[src/rtl/cei_mochila_pkg.sv]
// ---------------------------------------------------------------------------
// cei_mochila_pkg
// System-level constants and helpers.
//   BANK_ARB_NMASTERS : masters sharing each RAM bank (core instr, core data,
//                       two external ports)
//   rr_pick()         : rotating-priority winner scan, up to 8 requesters
// ---------------------------------------------------------------------------
package cei_mochila_pkg;

    localparam int BANK_ARB_NMASTERS = 4;
    localparam int RR_MAX            = 8;

    // Returns {found, index}. Scans prio, prio+1, ... modulo n. The scan runs
    // from the farthest offset down so the nearest requester overwrites last.
    // prio < n and k < n, so a single conditional subtract gives the modulo.
    function automatic logic [3:0] rr_pick(input logic [7:0] req_vec,
                                           input logic [2:0] prio,
                                           input int         n);
        logic [3:0] res;
        int         idx;
        res = '0;
        for (int k = RR_MAX - 1; k >= 0; k--) begin
            if (k < n) begin
                idx = int'(prio) + k;
                if (idx >= n) idx = idx - n;
                if (req_vec[idx]) res = {1'b1, idx[2:0]};
            end
        end
        return res;
    endfunction

endpackage

[src/rtl/obi_pkg.sv]
// ---------------------------------------------------------------------------
// obi_pkg
// OBI request/response bundle types shared by the bus crossbar, the bank
// arbiters and the memory banks.
//   obi_req_t  : req, we, be[3:0], addr[31:0], wdata[31:0]
//   obi_resp_t : gnt, rvalid, rdata[31:0]
// ---------------------------------------------------------------------------
package obi_pkg;

    typedef struct packed {
        logic        req;
        logic        we;
        logic [3:0]  be;
        logic [31:0] addr;
        logic [31:0] wdata;
    } obi_req_t;

    typedef struct packed {
        logic        gnt;
        logic        rvalid;
        logic [31:0] rdata;
    } obi_resp_t;

endpackage

[src/rtl/obi_id_fifo.sv]
// ---------------------------------------------------------------------------
// obi_id_fifo
// Small FIFO of master IDs for in-flight bank transactions. Head is read
// combinationally so the response can be routed in the rvalid cycle.
// No overflow/underflow protection: the arbiter never pushes when full and
// never pops when empty.
//   clk, srst        : clock, synchronous active-high reset
//   push, push_id    : enqueue an ID
//   pop              : dequeue the head
//   count            : number of stored IDs
//   head             : oldest stored ID
// ---------------------------------------------------------------------------
module obi_id_fifo #(
    parameter int DEPTH = 2,
    parameter int W     = 2,
    localparam int CW   = $clog2(DEPTH + 1),
    localparam int PW   = (DEPTH > 1) ? $clog2(DEPTH) : 1
) (
    input  logic          clk,
    input  logic          srst,
    input  logic          push,
    input  logic [W-1:0]  push_id,
    input  logic          pop,
    output logic [CW-1:0] count,
    output logic [W-1:0]  head
);

    logic [W-1:0]  mem_reg [DEPTH];
    logic [PW-1:0] wr_ptr_reg;
    logic [PW-1:0] rd_ptr_reg;
    logic [CW-1:0] count_reg;

    function automatic logic [PW-1:0] ptr_inc(input logic [PW-1:0] p);
        return (p == PW'(DEPTH - 1)) ? '0 : p + 1'b1;
    endfunction

    always_ff @(posedge clk) begin
        if (srst) begin
            wr_ptr_reg <= '0;
            rd_ptr_reg <= '0;
            count_reg  <= '0;
        end else begin
            if (push) wr_ptr_reg <= ptr_inc(wr_ptr_reg);
            if (pop)  rd_ptr_reg <= ptr_inc(rd_ptr_reg);
            case ({push, pop})
                2'b10:   count_reg <= count_reg + 1'b1;
                2'b01:   count_reg <= count_reg - 1'b1;
                default: count_reg <= count_reg;
            endcase
        end
    end

    // Storage carries no reset; stale entries are never visible past count.
    always_ff @(posedge clk) begin
        if (push) mem_reg[wr_ptr_reg] <= push_id;
    end

    assign count = count_reg;
    assign head  = mem_reg[rd_ptr_reg];

endmodule

[src/rtl/obi_bank_arbiter.sv]
// ---------------------------------------------------------------------------
// obi_bank_arbiter
// Round-robin arbiter sharing one RAM bank port among NMASTERS OBI masters.
// One request is granted per cycle; the granted master's ID is queued so each
// bank response is routed back to the master that issued it.
//   clk_i, rst_i       : clock, synchronous active-high reset
//   master_req_i[]     : per-master OBI requests
//   master_resp_o[]    : per-master gnt / rvalid / rdata
//   slave_req_o        : request to the RAM bank
//   slave_resp_i       : bank gnt / rvalid / rdata
//   spurious_rvalid_o  : bank rvalid seen with no transaction outstanding
//   busy_o             : at least one transaction outstanding
// ---------------------------------------------------------------------------
module obi_bank_arbiter
    import obi_pkg::*;
    import cei_mochila_pkg::*;
#(
    parameter int NMASTERS  = BANK_ARB_NMASTERS,
    parameter int MAX_OUTST = 2
) (
    input  logic      clk_i,
    input  logic      rst_i,
    input  obi_req_t  master_req_i  [NMASTERS],
    output obi_resp_t master_resp_o [NMASTERS],
    output obi_req_t  slave_req_o,
    input  obi_resp_t slave_resp_i,
    output logic      spurious_rvalid_o,
    output logic      busy_o
);

    localparam int IDW = $clog2(NMASTERS);
    localparam int CW  = $clog2(MAX_OUTST + 1);

    logic [NMASTERS-1:0] req_vec;
    logic [IDW-1:0]      prio_q;
    logic [3:0]          pick;
    logic                any_req;
    logic [IDW-1:0]      winner;
    logic                issue;
    logic                accept;
    logic                pop;
    logic [CW-1:0]       count;
    logic [IDW-1:0]      head;
    logic                unused_pick_bits;

    generate
        for (genvar gi = 0; gi < NMASTERS; gi++) begin : g_req
            assign req_vec[gi] = master_req_i[gi].req;
        end
    endgenerate

    assign pick             = rr_pick(8'(req_vec), 3'(prio_q), NMASTERS);
    assign any_req          = pick[3];
    assign winner           = pick[IDW-1:0];
    assign unused_pick_bits = ^pick;

    // Full check uses the registered count: a same-cycle pop never frees a
    // slot early, so the ID FIFO cannot overflow.
    assign issue  = any_req && (count < CW'(MAX_OUTST)) && !rst_i;
    assign accept = issue && slave_resp_i.gnt;

    always_comb begin
        slave_req_o = '0;
        if (issue) begin
            slave_req_o     = master_req_i[winner];
            slave_req_o.req = 1'b1;
        end
    end

    // Responses follow issue order; an rvalid with nothing queued is dropped.
    assign pop               = slave_resp_i.rvalid && (count != '0) && !rst_i;
    assign spurious_rvalid_o = slave_resp_i.rvalid && (count == '0) && !rst_i;
    assign busy_o            = (count != '0) && !rst_i;

    generate
        for (genvar gi = 0; gi < NMASTERS; gi++) begin : g_resp
            logic rv_sel;
            assign rv_sel = pop && (head == IDW'(gi));
            assign master_resp_o[gi] = '{
                gnt:    accept && (winner == IDW'(gi)),
                rvalid: rv_sel,
                rdata:  rv_sel ? slave_resp_i.rdata : 32'h0
            };
        end
    endgenerate

    always_ff @(posedge clk_i) begin
        if (rst_i) begin
            prio_q <= '0;
        end else if (accept) begin
            prio_q <= (winner == IDW'(NMASTERS - 1)) ? '0 : winner + 1'b1;
        end
    end

    obi_id_fifo #(
        .DEPTH (MAX_OUTST),
        .W     (IDW)
    ) u_id_fifo (
        .clk     (clk_i),
        .srst    (rst_i),
        .push    (accept),
        .push_id (winner),
        .pop     (pop),
        .count   (count),
        .head    (head)
    );

endmodule

[config.mk]
export PLATFORM = sky130hd
export DESIGN_NAME = obi_bank_arbiter
export DESIGN_NICKNAME = d
export VERILOG_FILES = /design/src/rtl/cei_mochila_pkg.sv /design/src/rtl/obi_pkg.sv /design/src/rtl/obi_id_fifo.sv /design/src/rtl/obi_bank_arbiter.sv
export SDC_FILE = /design/constraint.sdc
export NUM_CORES = 1
export LEC_CHECK = 0
export BUFFER_PORTS_ARGS = -buffer_cell sky130_fd_sc_hd__buf_2
export CELL_PAD_IN_SITES_DETAIL_PLACEMENT = 0
export CELL_PAD_IN_SITES_GLOBAL_PLACEMENT = 1
export CORE_AREA = 2 2 206 208
export CTS_CLUSTER_SIZE = 16
export DETAILED_ROUTE_END_ITERATION = 12
export DIE_AREA = 0 0 208 210
export PLACE_DENSITY = 0.7
export SYNTH_ARGS = -nofsm -noshare
export SYNTH_HDL_FRONTEND = slang
export SYNTH_SLANG_ARGS = --single-unit
export TNS_END_PERCENT = 20
[constraint.sdc]
create_clock -name clk_i -period 2.9 [get_ports clk_i]
set_input_delay 0.58 -clock clk_i [delete_from_list [all_inputs] [get_ports clk_i]]
set_output_delay 0.58 -clock clk_i [all_outputs]
set_load 0.01 [all_outputs]
==> run_summary.xml <==
<?xml version="1.0" encoding="UTF-8"?>
<metrics>
  <group name="run_status">
    <metric name="status" unit="">complete, but fails checks</metric>
    <metric name="failed_checks" unit="">setup timing</metric>
  </group>
  <group name="clocking">
    <metric name="postCtsHoldBufs" unit="">0</metric>
    <metric name="cts-root-to-sink-buffers" unit="">2</metric>
    <metric name="clk_transition_reported_paths" unit="ps">40</metric>
    <metric name="clk_root_buffer_cell" unit="">clkbuf_16</metric>
    <metric name="clkSinkCount" unit="">11</metric>
    <metric name="cts-buffers-inserted" unit="">3</metric>
    <metric name="worstSkewPairLatency" unit="ps">240</metric>
    <metric name="cts_max_level" unit="">1</metric>
    <metric name="cts_tree" unit="">done</metric>
  </group>
  <group name="synth">
    <metric name="yosys-top-cells-count" unit="">144 x inv_1, 138 x a211oi_1, 138 x o211ai_1, 138 x o21ai_0, 138 x o2bb2ai_1</metric>
    <metric name="ys_top_cells_by_area" unit="">o2bb2ai_1 16%, a211oi_1 14%, o211ai_1 14%</metric>
    <metric name="synth-edff-count" unit="">4</metric>
    <metric name="synth.top_cell.area_share" unit="%">15.8</metric>
    <metric name="synth-async-reset-ratio" unit="%">0</metric>
    <metric name="yosys_register_bits" unit="">11</metric>
    <metric name="yosysUniqueCellTypes" unit="">45</metric>
    <metric name="synth-warning-count" unit="">0</metric>
    <metric name="xor_xnor_portion_of_the_synthesized_cell_area" unit="%">0.459</metric>
    <metric name="synth_cells" unit="">1141</metric>
    <metric name="combinational_family_with_the_most_area_after_synthesis" unit="">compound AO/OA/AOI/OAI gates</metric>
    <metric name="synth_simple_gate_area_share" unit="%">12.9</metric>
    <metric name="synth_ff_type" unit="">dfxtp_1</metric>
    <metric name="synthesis.area_per_instance" unit="um^2">6.69</metric>
    <metric name="synth.mux.area_fraction" unit="%">10.3</metric>
    <metric name="synth.net_count" unit="">1463</metric>
    <metric name="post-synth-top-area-cell" unit="">o2bb2ai_1</metric>
    <metric name="synth_compound_area_share" unit="%">53.8</metric>
    <metric name="yosys.area_share.adder" unit="%">0.983</metric>
    <metric name="synth.cell_area" unit="um^2">7630</metric>
    <metric name="synth_most_common_cell" unit="">inv_1</metric>
    <metric name="synth-seq-area-share" unit="%">3.41</metric>
  </group>
  <group name="timing">
    <metric name="final.setup_skew" unit="ps">2.14</metric>
    <metric name="maxSlewHeadroom" unit="%">74.2</metric>
    <metric name="min_period_over_period" unit="%">110</metric>
    <metric name="rsz0062_at_grt" unit="">true</metric>
    <metric name="timing.final.ws_setup" unit="ps">-277</metric>
    <metric name="report.final.setup_viol" unit="">73</metric>
    <metric name="final-max-slew-violation-count" unit="">0</metric>
    <metric name="count_of_final_hold_check_violations" unit="">0</metric>
    <metric name="fmax" unit="GHz">0.315</metric>
    <metric name="timing_worst_slew_pin_value" unit="ps">387</metric>
    <metric name="period_minus_slack" unit="ps">3180</metric>
  </group>
  <group name="hold_path">
    <metric name="hp-start" unit="">prio_q[0]</metric>
    <metric name="hold-path-endpoint" unit="">prio_q[0]</metric>
    <metric name="holdPathStages" unit="">2</metric>
    <metric name="hp-class" unit="">reg2reg</metric>
  </group>
  <group name="global_routing">
    <metric name="pin_count_of_the_biggest_net_entering_global_routing" unit="">70</metric>
    <metric name="grt_pass1_vias" unit="">10224</metric>
    <metric name="grt_pass1_wl" unit="um">64000</metric>
    <metric name="antenna_violations_before_repair" unit="">29</metric>
    <metric name="globalRouteOverflowTotal" unit="">0</metric>
    <metric name="grt_use_total" unit="%">18.7</metric>
  </group>
  <group name="floorplanning">
    <metric name="placement_row_count" unit="">75</metric>
    <metric name="floorplan.die.width" unit="um">208</metric>
    <metric name="die_h" unit="um">210</metric>
    <metric name="die_area" unit="um^2">43700</metric>
    <metric name="floorplan.io_pins" unit="">524</metric>
    <metric name="floorplan.core_area" unit="um^2">41500</metric>
    <metric name="floorplan.initialDensity" unit="%">18.4</metric>
  </group>
  <group name="routing">
    <metric name="ant_nets" unit="">0</metric>
    <metric name="routedWlPerCell" unit="um">20.2</metric>
    <metric name="detailedRoute.firstIterationViolations" unit="">723</metric>
    <metric name="via_count" unit="">10851</metric>
    <metric name="detail_route.drc_violations" unit="">0</metric>
    <metric name="detail_route.wirelength" unit="um">44000</metric>
    <metric name="drt_pass1_iterations" unit="">5</metric>
    <metric name="routed_via_count_divided_by_cell_count" unit="">4.98</metric>
  </group>
  <group name="critical_path">
    <metric name="crit_fanout" unit="">22</metric>
    <metric name="worst-endpoint-arrival" unit="ps">2600</metric>
    <metric name="critical_path.cell_chain" unit="">inv_4 &gt; ha_4 &gt; mux4_2 &gt; a211oi_4 &gt; mux2_4 &gt; buf_12 &gt; mux2i_4 &gt; buf_4 &gt; buf_2</metric>
    <metric name="rr_endpoint" unit="">u_id_fifo.count[1]</metric>
    <metric name="cp_num_buf_inv" unit="">4</metric>
    <metric name="worstReg2RegStart" unit="">prio_q[0]</metric>
    <metric name="timing.critical_path.required" unit="ps">2320</metric>
    <metric name="critical_path.top_delay_family" unit="">multiplexers</metric>
    <metric name="max_stage_delay" unit="ps">380</metric>
    <metric name="timing_worst_setup_path_type" unit="">reg2out</metric>
    <metric name="r2r.worst_path.cells" unit="">9</metric>
    <metric name="worst-r2r-setup-slack" unit="ps">290</metric>
    <metric name="endpoint_kind" unit="">output pin</metric>
    <metric name="critical_path.startpoint_type" unit="">register</metric>
    <metric name="critical-path-slowest-cell" unit="">dfxtp_4</metric>
  </group>
  <group name="final_layout">
    <metric name="fillerInstances" unit="">4569</metric>
    <metric name="layout-drive-gt1-share" unit="%">44.3</metric>
    <metric name="design.final.nets" unit="">1951</metric>
    <metric name="largest_register_ff_count" unit="">4</metric>
    <metric name="area.growth.synth_to_final" unit="%">57.8</metric>
  </group>
  <group name="place">
    <metric name="placement.setup.worst_slack" unit="ps">-280</metric>
    <metric name="place_hpwl" unit="um">33700</metric>
    <metric name="gp_congestion" unit="">0.858</metric>
    <metric name="port-buffer-count" unit="">523</metric>
  </group>
  <group name="power_and_ir_drop">
    <metric name="p_leak" unit="nW">5.69</metric>
    <metric name="irDropWorstVdd" unit="V">0.000271</metric>
    <metric name="total_power" unit="mW">4.83</metric>
    <metric name="pwr_density_cell" unit="nW/um^2">401</metric>
  </group>
  <group name="flow_run">
    <metric name="max_cap_viol_count" unit="">0</metric>
  </group>
</metrics>
cell usage in the layout (no fill, tap or decap), types with 5 or more instances in the layout:
cell type,synthesis,final
o211ai_1,138,138
and2_1,128,128
buf_2,42,523
buf_16,0,8
diode_2,0,10
dfxtp_1,7,5
buf_4,6,78
buf_12,8,26
a211oi_1,138,108
a211oi_2,0,29
o21ai_0,138,100
o2bb2ai_1,138,138
mux2i_1,69,66
buf_6,1,11
inv_1,144,142
o21ai_1,2,35
nor2_1,16,15
worst register-to-register path, delay by kind of cell (launching register included):
kind	cells	cell delay (ps)
muxes	1	380
adders and majority gates	1	260
AOI/OAI and AO/OA	2	500
buffers and inverters	3	500
and+or+nand+nor	2	520
DFF	1	380
stage by stage:
stage          area, um^2  hold slack (ps)  cells  TNS [ps]  utilization, %
5_1_grt             12000              523   2175    -19430            29.0
2_1_floorplan        7710              481   1141      -279               -
6_report            12000              504   2177    -12600            29.0
3_3_place_gp        11400              486   2153    -11650            27.5
4_1_cts             11900              508   2167    -13770            28.7
3_5_place_dp        11400              502   2153    -12850            27.5
kinds of logic (layout without fill, tap and decap cells):
kind of cell / count (synthesis) / after routing
buffers and inverters: 311 / 797
adder cells (fa/ha/maj): 6 / 6
AO/OA/AOI/OAI: 569 / 570
AND/OR/NAND/NOR: 165 / 165
XOR/XNOR: 4 / 4
flip-flops: 11 / 11
other: 0 / 10
multiplexers: 75 / 75
worst max-delay path by stage:
stage                            startpoint           endpoint  cells past startpoint
after floorplan                   prio_q[0]  master_resp_o[67]                     12
after global placement    master_req_i[279]    slave_req_o[37]                     11
after detailed placement  master_req_i[279]    slave_req_o[37]                     11
after CTS                         prio_q[0]    slave_req_o[37]                      9
after global routing              prio_q[0]    slave_req_o[21]                      9
final                             prio_q[0]    slave_req_o[37]                      9
final cells by class:
type,count,area (um^2),area share [%]
antenna,10,25.0,0.208
clock buffer,4,78.8,0.654
inverter,145,554,4.60
multi-input combinational,820,6320,52.4
sequential,11,265,2.20
tap,539,674,5.60
timing repair buffer,648,4130,34.3
per-layer routing:
layer,track usage (%),vias to the layer above,part of all wire [%]
met5,0,-,0.40
met4,5.38,24,2.9
met3,3.86,84,6.8
met2,33.7,495,50
met1,22.2,5026,40
li1,-,5222,-
where the power goes:
group          switching, mW  leakage [nW]  internal, mW
sequential            0.0200        0.0955         0.184
clock                 0.0650        0.0382         0.184
combinational           2.45          5.56          1.92
total                   2.54          5.69          2.29
repair_timing:
action | 4_1_cts | 5_1_grt
setup endpoints to repair | 73 | 73
setup buffers | 2 | 0
resized for setup | 61 | 39
pin swaps | 11 | 1
cloned | 8 | 0
Note: power is estimated with default switching activity, not from simulation.
